File: src/rtl/imem_arbiter.sv
`default_nettype none
// +----------------------------------------------------------------------------+
// | Module      : imem_arbiter                                                 |
// | Description : Two-port arbiter in front of a single-port instruction       |
// |               memory. A fetch port (read-only) and a loader port           |
// |               (read/write) share the memory through a three-state          |
// |               IDLE -> ACCESS -> RESP sequence. Ties are broken round-robin. |
// |               Fetches that return a HALT opcode freeze further fetch       |
// |               grants until a resume pulse.                                 |
// | Ports       : clk, reset          - clock, synchronous active-high reset   |
// |               f_req/f_addr        - fetch request and byte address         |
// |               l_req/l_we/l_addr/  - loader request, type, byte address     |
// |               l_wdata               and write data                         |
// |               resume              - pulse that clears f_halted             |
// |               mem_addr/mem_we/    - instruction memory bus; mem_rdata is   |
// |               mem_wdata/mem_rdata   combinational from mem_addr            |
// |               f_ack/f_err/f_rdata - fetch completion, misalign flag, data  |
// |               l_ack/l_err/l_rdata - loader completion, misalign flag, data |
// |               f_halted, busy      - halt status, state is not IDLE         |
// | Revision    : 1.0 - initial release                                        |
// +----------------------------------------------------------------------------+
module imem_arbiter (
   input  logic        clk,
   input  logic        reset,
   input  logic        f_req,
   input  logic [7:0]  f_addr,
   input  logic        l_req,
   input  logic        l_we,
   input  logic [7:0]  l_addr,
   input  logic [15:0] l_wdata,
   input  logic        resume,
   output logic [7:0]  mem_addr,
   output logic        mem_we,
   output logic [15:0] mem_wdata,
   input  logic [15:0] mem_rdata,
   output logic        f_ack,
   output logic        f_err,
   output logic        l_ack,
   output logic        l_err,
   output logic [15:0] f_rdata,
   output logic [15:0] l_rdata,
   output logic        f_halted,
   output logic        busy
);

   typedef enum logic [1:0] {
      ST_IDLE   = 2'd0,
      ST_ACCESS = 2'd1,
      ST_RESP   = 2'd2
   } state_t;

   // Port identifiers used for the winner and last-grant registers.
   localparam logic       c_PORT_FETCH  = 1'b0;
   localparam logic       c_PORT_LOADER = 1'b1;
   // Instruction bits [15:11] of the HALT opcode.
   localparam logic [4:0] c_HALT_OPCODE = 5'b00001;

   state_t      state_q,      state_d;
   logic        winner_q,     winner_d;
   logic        we_q,         we_d;
   logic        last_grant_q, last_grant_d;
   logic [7:0]  mem_addr_q,   mem_addr_d;
   logic        mem_we_q,     mem_we_d;
   logic [15:0] mem_wdata_q,  mem_wdata_d;
   logic        f_ack_q,      f_ack_d;
   logic        f_err_q,      f_err_d;
   logic        l_ack_q,      l_ack_d;
   logic        l_err_q,      l_err_d;
   logic [15:0] f_rdata_q,    f_rdata_d;
   logic [15:0] l_rdata_q,    l_rdata_d;
   logic        f_halted_q,   f_halted_d;
   logic        busy_q,       busy_d;

   logic        f_elig;
   logic        l_elig;
   logic        pick_loader;
   logic        misaligned;
   logic [15:0] access_data;
   logic        halt_set;

   // A halted fetch port is invisible to the arbiter; the loader always counts.
   assign f_elig = f_req & ~f_halted_q;
   assign l_elig = l_req;

   // On a tie the port that was not served last wins.
   always_comb begin
      pick_loader = 1'b0;
      if (f_elig && l_elig) begin
         pick_loader = (last_grant_q == c_PORT_FETCH);
      end else begin
         pick_loader = l_elig;
      end
   end

   // During ACCESS mem_addr_q/mem_wdata_q hold the latched request, so they
   // double as the latched address and write data.
   assign misaligned = (mem_addr_q[1:0] != 2'b00);

   always_comb begin
      access_data = mem_rdata;
      if (misaligned) begin
         access_data = 16'h0000;
      end else if (we_q) begin
         access_data = mem_wdata_q;
      end
   end

   always_comb begin
      state_d      = state_q;
      winner_d     = winner_q;
      we_d         = we_q;
      last_grant_d = last_grant_q;
      mem_addr_d   = mem_addr_q;
      mem_we_d     = 1'b0;
      mem_wdata_d  = mem_wdata_q;
      f_ack_d      = 1'b0;
      f_err_d      = 1'b0;
      l_ack_d      = 1'b0;
      l_err_d      = 1'b0;
      f_rdata_d    = f_rdata_q;
      l_rdata_d    = l_rdata_q;
      halt_set     = 1'b0;

      case (state_q)
         ST_IDLE: begin
            if (f_elig || l_elig) begin
               state_d = ST_ACCESS;
               if (pick_loader) begin
                  winner_d    = c_PORT_LOADER;
                  we_d        = l_we;
                  mem_addr_d  = l_addr;
                  mem_wdata_d = l_wdata;
                  // Only aligned loader writes ever strobe the memory.
                  mem_we_d    = l_we & (l_addr[1:0] == 2'b00);
               end else begin
                  winner_d    = c_PORT_FETCH;
                  we_d        = 1'b0;
                  mem_addr_d  = f_addr;
               end
            end
         end

         ST_ACCESS: begin
            state_d      = ST_RESP;
            last_grant_d = winner_q;
            if (winner_q == c_PORT_LOADER) begin
               l_rdata_d = access_data;
               l_ack_d   = 1'b1;
               l_err_d   = misaligned;
            end else begin
               f_rdata_d = access_data;
               f_ack_d   = 1'b1;
               f_err_d   = misaligned;
               halt_set  = ~misaligned & (mem_rdata[15:11] == c_HALT_OPCODE);
            end
         end

         ST_RESP: begin
            state_d = ST_IDLE;
         end

         default: begin
            state_d = ST_IDLE;
         end
      endcase
   end

   // Halt detection takes priority over a coincident resume pulse.
   always_comb begin
      f_halted_d = f_halted_q;
      if (halt_set) begin
         f_halted_d = 1'b1;
      end else if (resume) begin
         f_halted_d = 1'b0;
      end
   end

   assign busy_d = (state_d != ST_IDLE);

   always_ff @(posedge clk) begin
      if (reset) begin
         state_q      <= ST_IDLE;
         winner_q     <= c_PORT_FETCH;
         we_q         <= 1'b0;
         last_grant_q <= c_PORT_LOADER;
         mem_addr_q   <= 8'h00;
         mem_we_q     <= 1'b0;
         mem_wdata_q  <= 16'h0000;
         f_ack_q      <= 1'b0;
         f_err_q      <= 1'b0;
         l_ack_q      <= 1'b0;
         l_err_q      <= 1'b0;
         f_rdata_q    <= 16'h0000;
         l_rdata_q    <= 16'h0000;
         f_halted_q   <= 1'b0;
         busy_q       <= 1'b0;
      end else begin
         state_q      <= state_d;
         winner_q     <= winner_d;
         we_q         <= we_d;
         last_grant_q <= last_grant_d;
         mem_addr_q   <= mem_addr_d;
         mem_we_q     <= mem_we_d;
         mem_wdata_q  <= mem_wdata_d;
         f_ack_q      <= f_ack_d;
         f_err_q      <= f_err_d;
         l_ack_q      <= l_ack_d;
         l_err_q      <= l_err_d;
         f_rdata_q    <= f_rdata_d;
         l_rdata_q    <= l_rdata_d;
         f_halted_q   <= f_halted_d;
         busy_q       <= busy_d;
      end
   end

   assign mem_addr  = mem_addr_q;
   assign mem_we    = mem_we_q;
   assign mem_wdata = mem_wdata_q;
   assign f_ack     = f_ack_q;
   assign f_err     = f_err_q;
   assign l_ack     = l_ack_q;
   assign l_err     = l_err_q;
   assign f_rdata   = f_rdata_q;
   assign l_rdata   = l_rdata_q;
   assign f_halted  = f_halted_q;
   assign busy      = busy_q;

endmodule
`default_nettype wire

File: config.mk
export PLATFORM = sky130hd
export DESIGN_NAME = imem_arbiter
export DESIGN_NICKNAME = d
export VERILOG_FILES = /design/src/rtl/imem_arbiter.sv
export SDC_FILE = /design/constraint.sdc
export NUM_CORES = 1
export LEC_CHECK = 0
export CAP_MARGIN = 30
export CORE_AREA = 5 5 86 88
export DETAILED_ROUTE_END_ITERATION = 7
export DIE_AREA = 0 0 91 93
export GPL_TIMING_DRIVEN = 0
export PLACE_DENSITY = 0.84
export SLEW_MARGIN = 20
export SYNTH_ARGS = -nofsm -noshare
export SYNTH_HDL_FRONTEND = slang
export SYNTH_SLANG_ARGS = --single-unit
export TNS_END_PERCENT = 20
File: constraint.sdc
create_clock -name clk -period 1.78 [get_ports clk]
set_clock_uncertainty 0.15 [all_clocks]
set_input_delay 0.356 -clock clk [delete_from_list [all_inputs] [get_ports clk]]
set_output_delay 0.356 -clock clk [all_outputs]
set_load 0.02 [all_outputs]
Word-level counts from Yosys, hierarchy flattened
Index checks and enable logic that the tools add are counted. Widths: inputs -> output; s select.

Add/subtract/negate cells: 0. Multipliers: 0. Divide/modulo/power cells: 0. Magnitude comparators: 0. Equal/unequal tests: 2. Shift-type cells: 0. Muxes and demuxes: 14. Bitwise gates (word level): 11. Reduce and logical (&&, ||, !) cells: 15.

Operators by type and width (count): $mux 16 (2); $mux 1 (9); $mux 8 (1); $not 1->1 (8); $reduce_and 2->1 (3); $reduce_bool 2->1 (3); $reduce_or 3->1 (2); $eq 5x1->1 const B (1); $logic_not 2->1 (2); $pmux 2 s2 (1); $reduce_or 4->1 (1); $and 1x1->1 (3); $reduce_and 3->1 (1); $eq 2x1->1 const B (1); $mux 2 (1); $reduce_or 2->1 (1); $logic_and 1x1->1 (1); $logic_or 1x1->1 (1).

Bits in registers: 68. Latch bits: 0. RAM bits: 0. Memory bits (read-only): 0. Input bits: 54. Output and inout bits: 63. Logic and storage cells: 57. Memories kept: 0.

Depth between registers and ports, before layout
Depth in word-level cells: 6. Depth in mapped cells: 7. Gate-level depth less buffers: 4.

Worst setup path after synthesis
OpenSTA, ideal clock, no wires.

Kind: reg-to-reg. Start point: register f_halted_q (netlist: f_halted). End point: register winner_q. Setup time: 117 ps. Data arrival time: 1188 ps. Data required time: 1513 ps. Path slack: 325 ps. Cell stages (with the launch flop): 7. Path buffers: 2. Clock period less this slack: 1455 ps. Path through: dfxtp_1 -> nand3b_1 -> and3_1 -> buf_2 -> buf_4 -> a21oi_1 -> nor2_1.

Longest elaborated chain between the ends: 5. Elaborated cells on any way between the ends: 7. Those cells by class: mux (2); bitwise (2); reduce/logical (3).

Ends and longest elaborated chain: start: declaration (RTL line 71) `logic f_halted_q, f_halted_d;`; start signal: assignment (RTL line 211) `f_halted_q <= f_halted_d;`; $not 1->1 * (RTL line 82) `assign f_elig = f_req & ~f_halted_q;`; $and 1x1->1 * (RTL line 82); $logic_and 1x1->1 (RTL line 88) `if (f_elig && l_elig) begin`; $mux 1 (RTL line 88); $mux 1 (RTL line 128) `if (pick_loader) begin`; end signal: assignment (RTL line 183) `winner_q <= c_PORT_FETCH;`; end signal: assignment (RTL line 199) `winner_q <= winner_d;`; end: declaration (RTL line 59) `logic winner_q, winner_d;`.

Every way passes the cells marked *; elsewhere a longest branch is shown, timed or not. A chain may end at the register's enable or synchronous reset.

Worst setup path after layout
Start point: register f_err_q (netlist: f_err). End point: output port f_err.

RTL lines: start: declaration (RTL line 66) `logic f_err_q, f_err_d;`; start signal: assignment (RTL line 206) `f_err_q <= f_err_d;`; end: declaration (RTL line 37) `output logic f_err,`.

No word-level cell between the ends.

==> impl_metrics.yaml <==
power:
  power.share.combinational: 0.192
  share_clk_of_total_power: 0.350
  internal_power_mw: 2.63
  power.static_leakage_nw: 1.81
  total_switching_power_mw: 0.980
  power_switching_share: 0.271
  power_density_nw_per_um2: 897
  pwr-share-seq: 0.457
  power.ir.vdd_worst_mv: 0.538
cells_and_area:
  antenna-diode-count: 0
  fin_nets: 481
  filler_cell_count: 537
  area_delta_synth_final_pct: 52.3
  finalCoreUtilization: 0.613
  layout.cells.most_common: "sky130_fd_sc_hd__nand2_1"
  drive_above_1_share: 0.0810
  mostFrequentLayoutCells: "sky130_fd_sc_hd__nand2_1 (74), sky130_fd_sc_hd__dfxtp_1 (68), sky130_fd_sc_hd__dlygate4sd2_1 (58)"
detailed_routing:
  routed_via_density: 5.10
  drt_first_iter_violations: 102
  detail_route.wl_per_cell_microns: 16.3
  detail_route.drc_violations: 0
  drtAntennaViolNets: 0
  drt_first_pass_iters: 4
  dr_total_vias: 2612
  detail_route.wirelength_mm: 8.34
placement:
  pre_cts_slack_ps: -218
  numPortBuffers: 115
  hpwlAfterDp_mm: 6.38
  routabilityCongestion: 0.842
yosys:
  synth_seq_cells: 68
  synthesis.nets: 355
  synth_top_area_share: 0.515
  netlist.top_cell.by_area: "sky130_fd_sc_hd__dfxtp_1"
  synthesized_instance_count: 301
  yosysWarnings: 0
  ys_seq_area_frac: 0.515
  post_synth_num_cell_types: 32
  syn_area_per_cell_sq_um: 8.78
  synth.cell_area_sq_um: 2640
  largest_cells_by_area_after_synthesis: "sky130_fd_sc_hd__dfxtp_1 (51%), sky130_fd_sc_hd__nand2_1 (11%), sky130_fd_sc_hd__a21oi_1 (6.6%), sky130_fd_sc_hd__mux2i_1 (6.1%), sky130_fd_sc_hd__a22o_1 (5.3%)"
floorplan:
  vert_die_dim_microns: 93
  rows: 30
  design.portCount: 117
  chipWidth_microns: 91
  core_area_sq_um: 6570
  floorplan.die_area_sq_um: 8460
  starting_density: 0.402
global_route:
  grt_pass1_wl_mm: 13.1
  grt_overflow: 0
  track_usage: 0.195
  antenna_violations_before_repair: 0
  via_count_of_the_first_global_routing_pass: 2578
  grt_max_degree: 11
cts:
  cts_buffers: 9
  htree_num_levels: 3
  worstSkewPairLatency_ps: 330
  cts_root_buffer: "sky130_fd_sc_hd__clkbuf_8"
  tritoncts: "yes"
  cts.hold.buffers_added: 0
  clk_pin_slew_worst_paths_ps: 70
  clock_path_buffers: 2
  clock_sink_total: 68
worst_hold_path:
  min_path_type: "in -> reg"
job:
  maxCapViolCount: 0
sta:
  worst_slack_ps: 38.7
  max-slew-margin-rel: 0.659
  period_share: 0.978
  hold_ws_ps: 155
  fmaxAchievable_mhz: 574
  unrepaired_setup_endpoints_after_global_routing: "true"
  setup_viol: 0
  timing.final.max_slew_violations: 0
  tightestPinTransition_ps: 512
  hold_viol: 0
  finalCriticalPeriod_ps: 1740
worst_setup_path:
  worstPathCellList: "clkdlybuf4s50_1"
  crit_slowest_cell: "sky130_fd_sc_hd__clkdlybuf4s50_1"
  critical_path_arrival_ps: 1240
  worstPathBufferInverterCount: 1
  timing.setup.critical_path_class: "reg -> out"
  slowest_delay_ps: 590
  timing.critical_path.fanout_max: 1
  worstPathRequired_ps: 1270
  critPathTopFamily: "buffers and inverters"
  worst_setup_path_end_kind: "output port"
  timing.critical_path.from_type: "flop"
outcome:
  run_status: "completed"
[final timing paths]
kind | startpoint | end | slack, ps | cells past startpoint
setup / recovery | f_err | f_err | 40 | 1
hold / removal | reset | f_ack | 160 | 2
setup reg to reg | state_q[1] | l_rdata[11] | 190 | 5
hold reg to reg | f_rdata[0] | f_rdata[0] | 300 | 2
[power by group through the flow]
stage	clock network, mW	registers [mW]	logic [mW]
detailed placement	0	1.69	0.737
CTS	1.27	1.65	0.696
global route	1.35	1.66	0.752
finish	1.26	1.65	0.695
global placement	0	1.68	0.725
floorplan	0	1.77	0.295
[stage by stage]
stage | setup TNS (ps) | area, sq um | total power [mW] | cells
5_1_grt | -3.28 | 4030 | 3.76 | 512
2_1_floorplan | 0 | 2640 | 2.06 | 301
6_report | 0 | 4030 | 3.61 | 512
3_5_place_dp | -3460 | 3890 | 2.42 | 496
3_3_place_gp | -3110 | 3890 | 2.41 | 496
4_1_cts | 0 | 4020 | 3.62 | 512
[logic make-up (layout without fill, tap and decap cells)]
kind of cell,after synthesis,after routing,synth area share
and+or+nand+nor,130,130,0.212
AOI/OAI and AO/OA,64,64,0.161
muxes,16,16,0.0606
buffers and inverters,23,154,0.0516
DFF,68,68,0.515
[routing by layer]
layer | track usage | vias up | share of wire
met5 | 0 | - | 0
met4 | 0.109 | 0 | 0.038
met3 | 0.0362 | 23 | 0.046
met2 | 0.349 | 75 | 0.53
met1 | 0.217 | 1233 | 0.39
li1 | - | 1281 | -
[cells in the mapped netlist]
| cell type | n |
|---|---|
| sky130_fd_sc_hd__and2_1 | 2 |
| sky130_fd_sc_hd__nand2_1 | 74 |
| sky130_fd_sc_hd__a21oi_1 | 35 |
| sky130_fd_sc_hd__nor3_1 | 1 |
| sky130_fd_sc_hd__inv_1 | 1 |
| sky130_fd_sc_hd__o21ai_1 | 1 |
| sky130_fd_sc_hd__a22oi_1 | 1 |
| sky130_fd_sc_hd__clkbuf_1 | 4 |
| sky130_fd_sc_hd__nand3_1 | 9 |
| sky130_fd_sc_hd__and3_1 | 1 |
| sky130_fd_sc_hd__nor2_1 | 31 |
| sky130_fd_sc_hd__buf_6 | 3 |
| sky130_fd_sc_hd__o21a_2 | 1 |
| sky130_fd_sc_hd__a22o_1 | 16 |
| sky130_fd_sc_hd__nand2b_1 | 2 |
| sky130_fd_sc_hd__mux2i_1 | 16 |
| sky130_fd_sc_hd__buf_1 | 1 |
| sky130_fd_sc_hd__a21boi_0 | 1 |
| sky130_fd_sc_hd__nor4b_1 | 1 |
| sky130_fd_sc_hd__dfxtp_1 | 68 |
| sky130_fd_sc_hd__nand3b_1 | 1 |
| sky130_fd_sc_hd__nand2_2 | 1 |
| sky130_fd_sc_hd__nor2b_1 | 1 |
| sky130_fd_sc_hd__nor3b_4 | 1 |
| sky130_fd_sc_hd__a311oi_1 | 8 |
| sky130_fd_sc_hd__nor2_4 | 1 |
| sky130_fd_sc_hd__a31oi_2 | 1 |
| sky130_fd_sc_hd__buf_4 | 4 |
| sky130_fd_sc_hd__nor4_1 | 1 |
| sky130_fd_sc_hd__or2_1 | 2 |
| sky130_fd_sc_hd__buf_2 | 10 |
| sky130_fd_sc_hd__nor2_2 | 1 |
[sequential cells by signal, indices dropped and copies added, names as in the netlist]
| name | cells |
|---|---|
| mem_we | 1 |
| mem_addr | 8 |
| f_rdata | 16 |
| f_halted | 1 |
| we_q | 1 |
| f_ack | 1 |
| last_grant_q | 1 |
| busy | 1 |
| winner_q | 1 |
| l_rdata | 16 |
| f_err | 1 |
| l_err | 1 |
| mem_wdata | 16 |
| l_ack | 1 |
| state_q | 2 |
[repair_timing]
| item | CTS | global route |
|---|---|---|
| setup buffers | 0 | 0 |
| resized for setup | 58 | 3 |
| setup endpoints to repair | 58 | 4 |
[final cells by class]
| type | count | area [sq um] | area share |
|---|---|---|---|
| plain buffers | 22 | 133 | 0.0329 |
| clock buffers | 15 | 166 | 0.0413 |
| clock inverters | 1 | 30.0 | 0.00746 |
| inverters | 1 | 3.75 | 0.000932 |
| multi-input cells | 210 | 1150 | 0.285 |
| flip-flops and latches | 68 | 1360 | 0.338 |
| well taps | 80 | 100 | 0.0249 |
| repair buffers | 115 | 1090 | 0.270 |
Power figures use the tool's default switching activity.
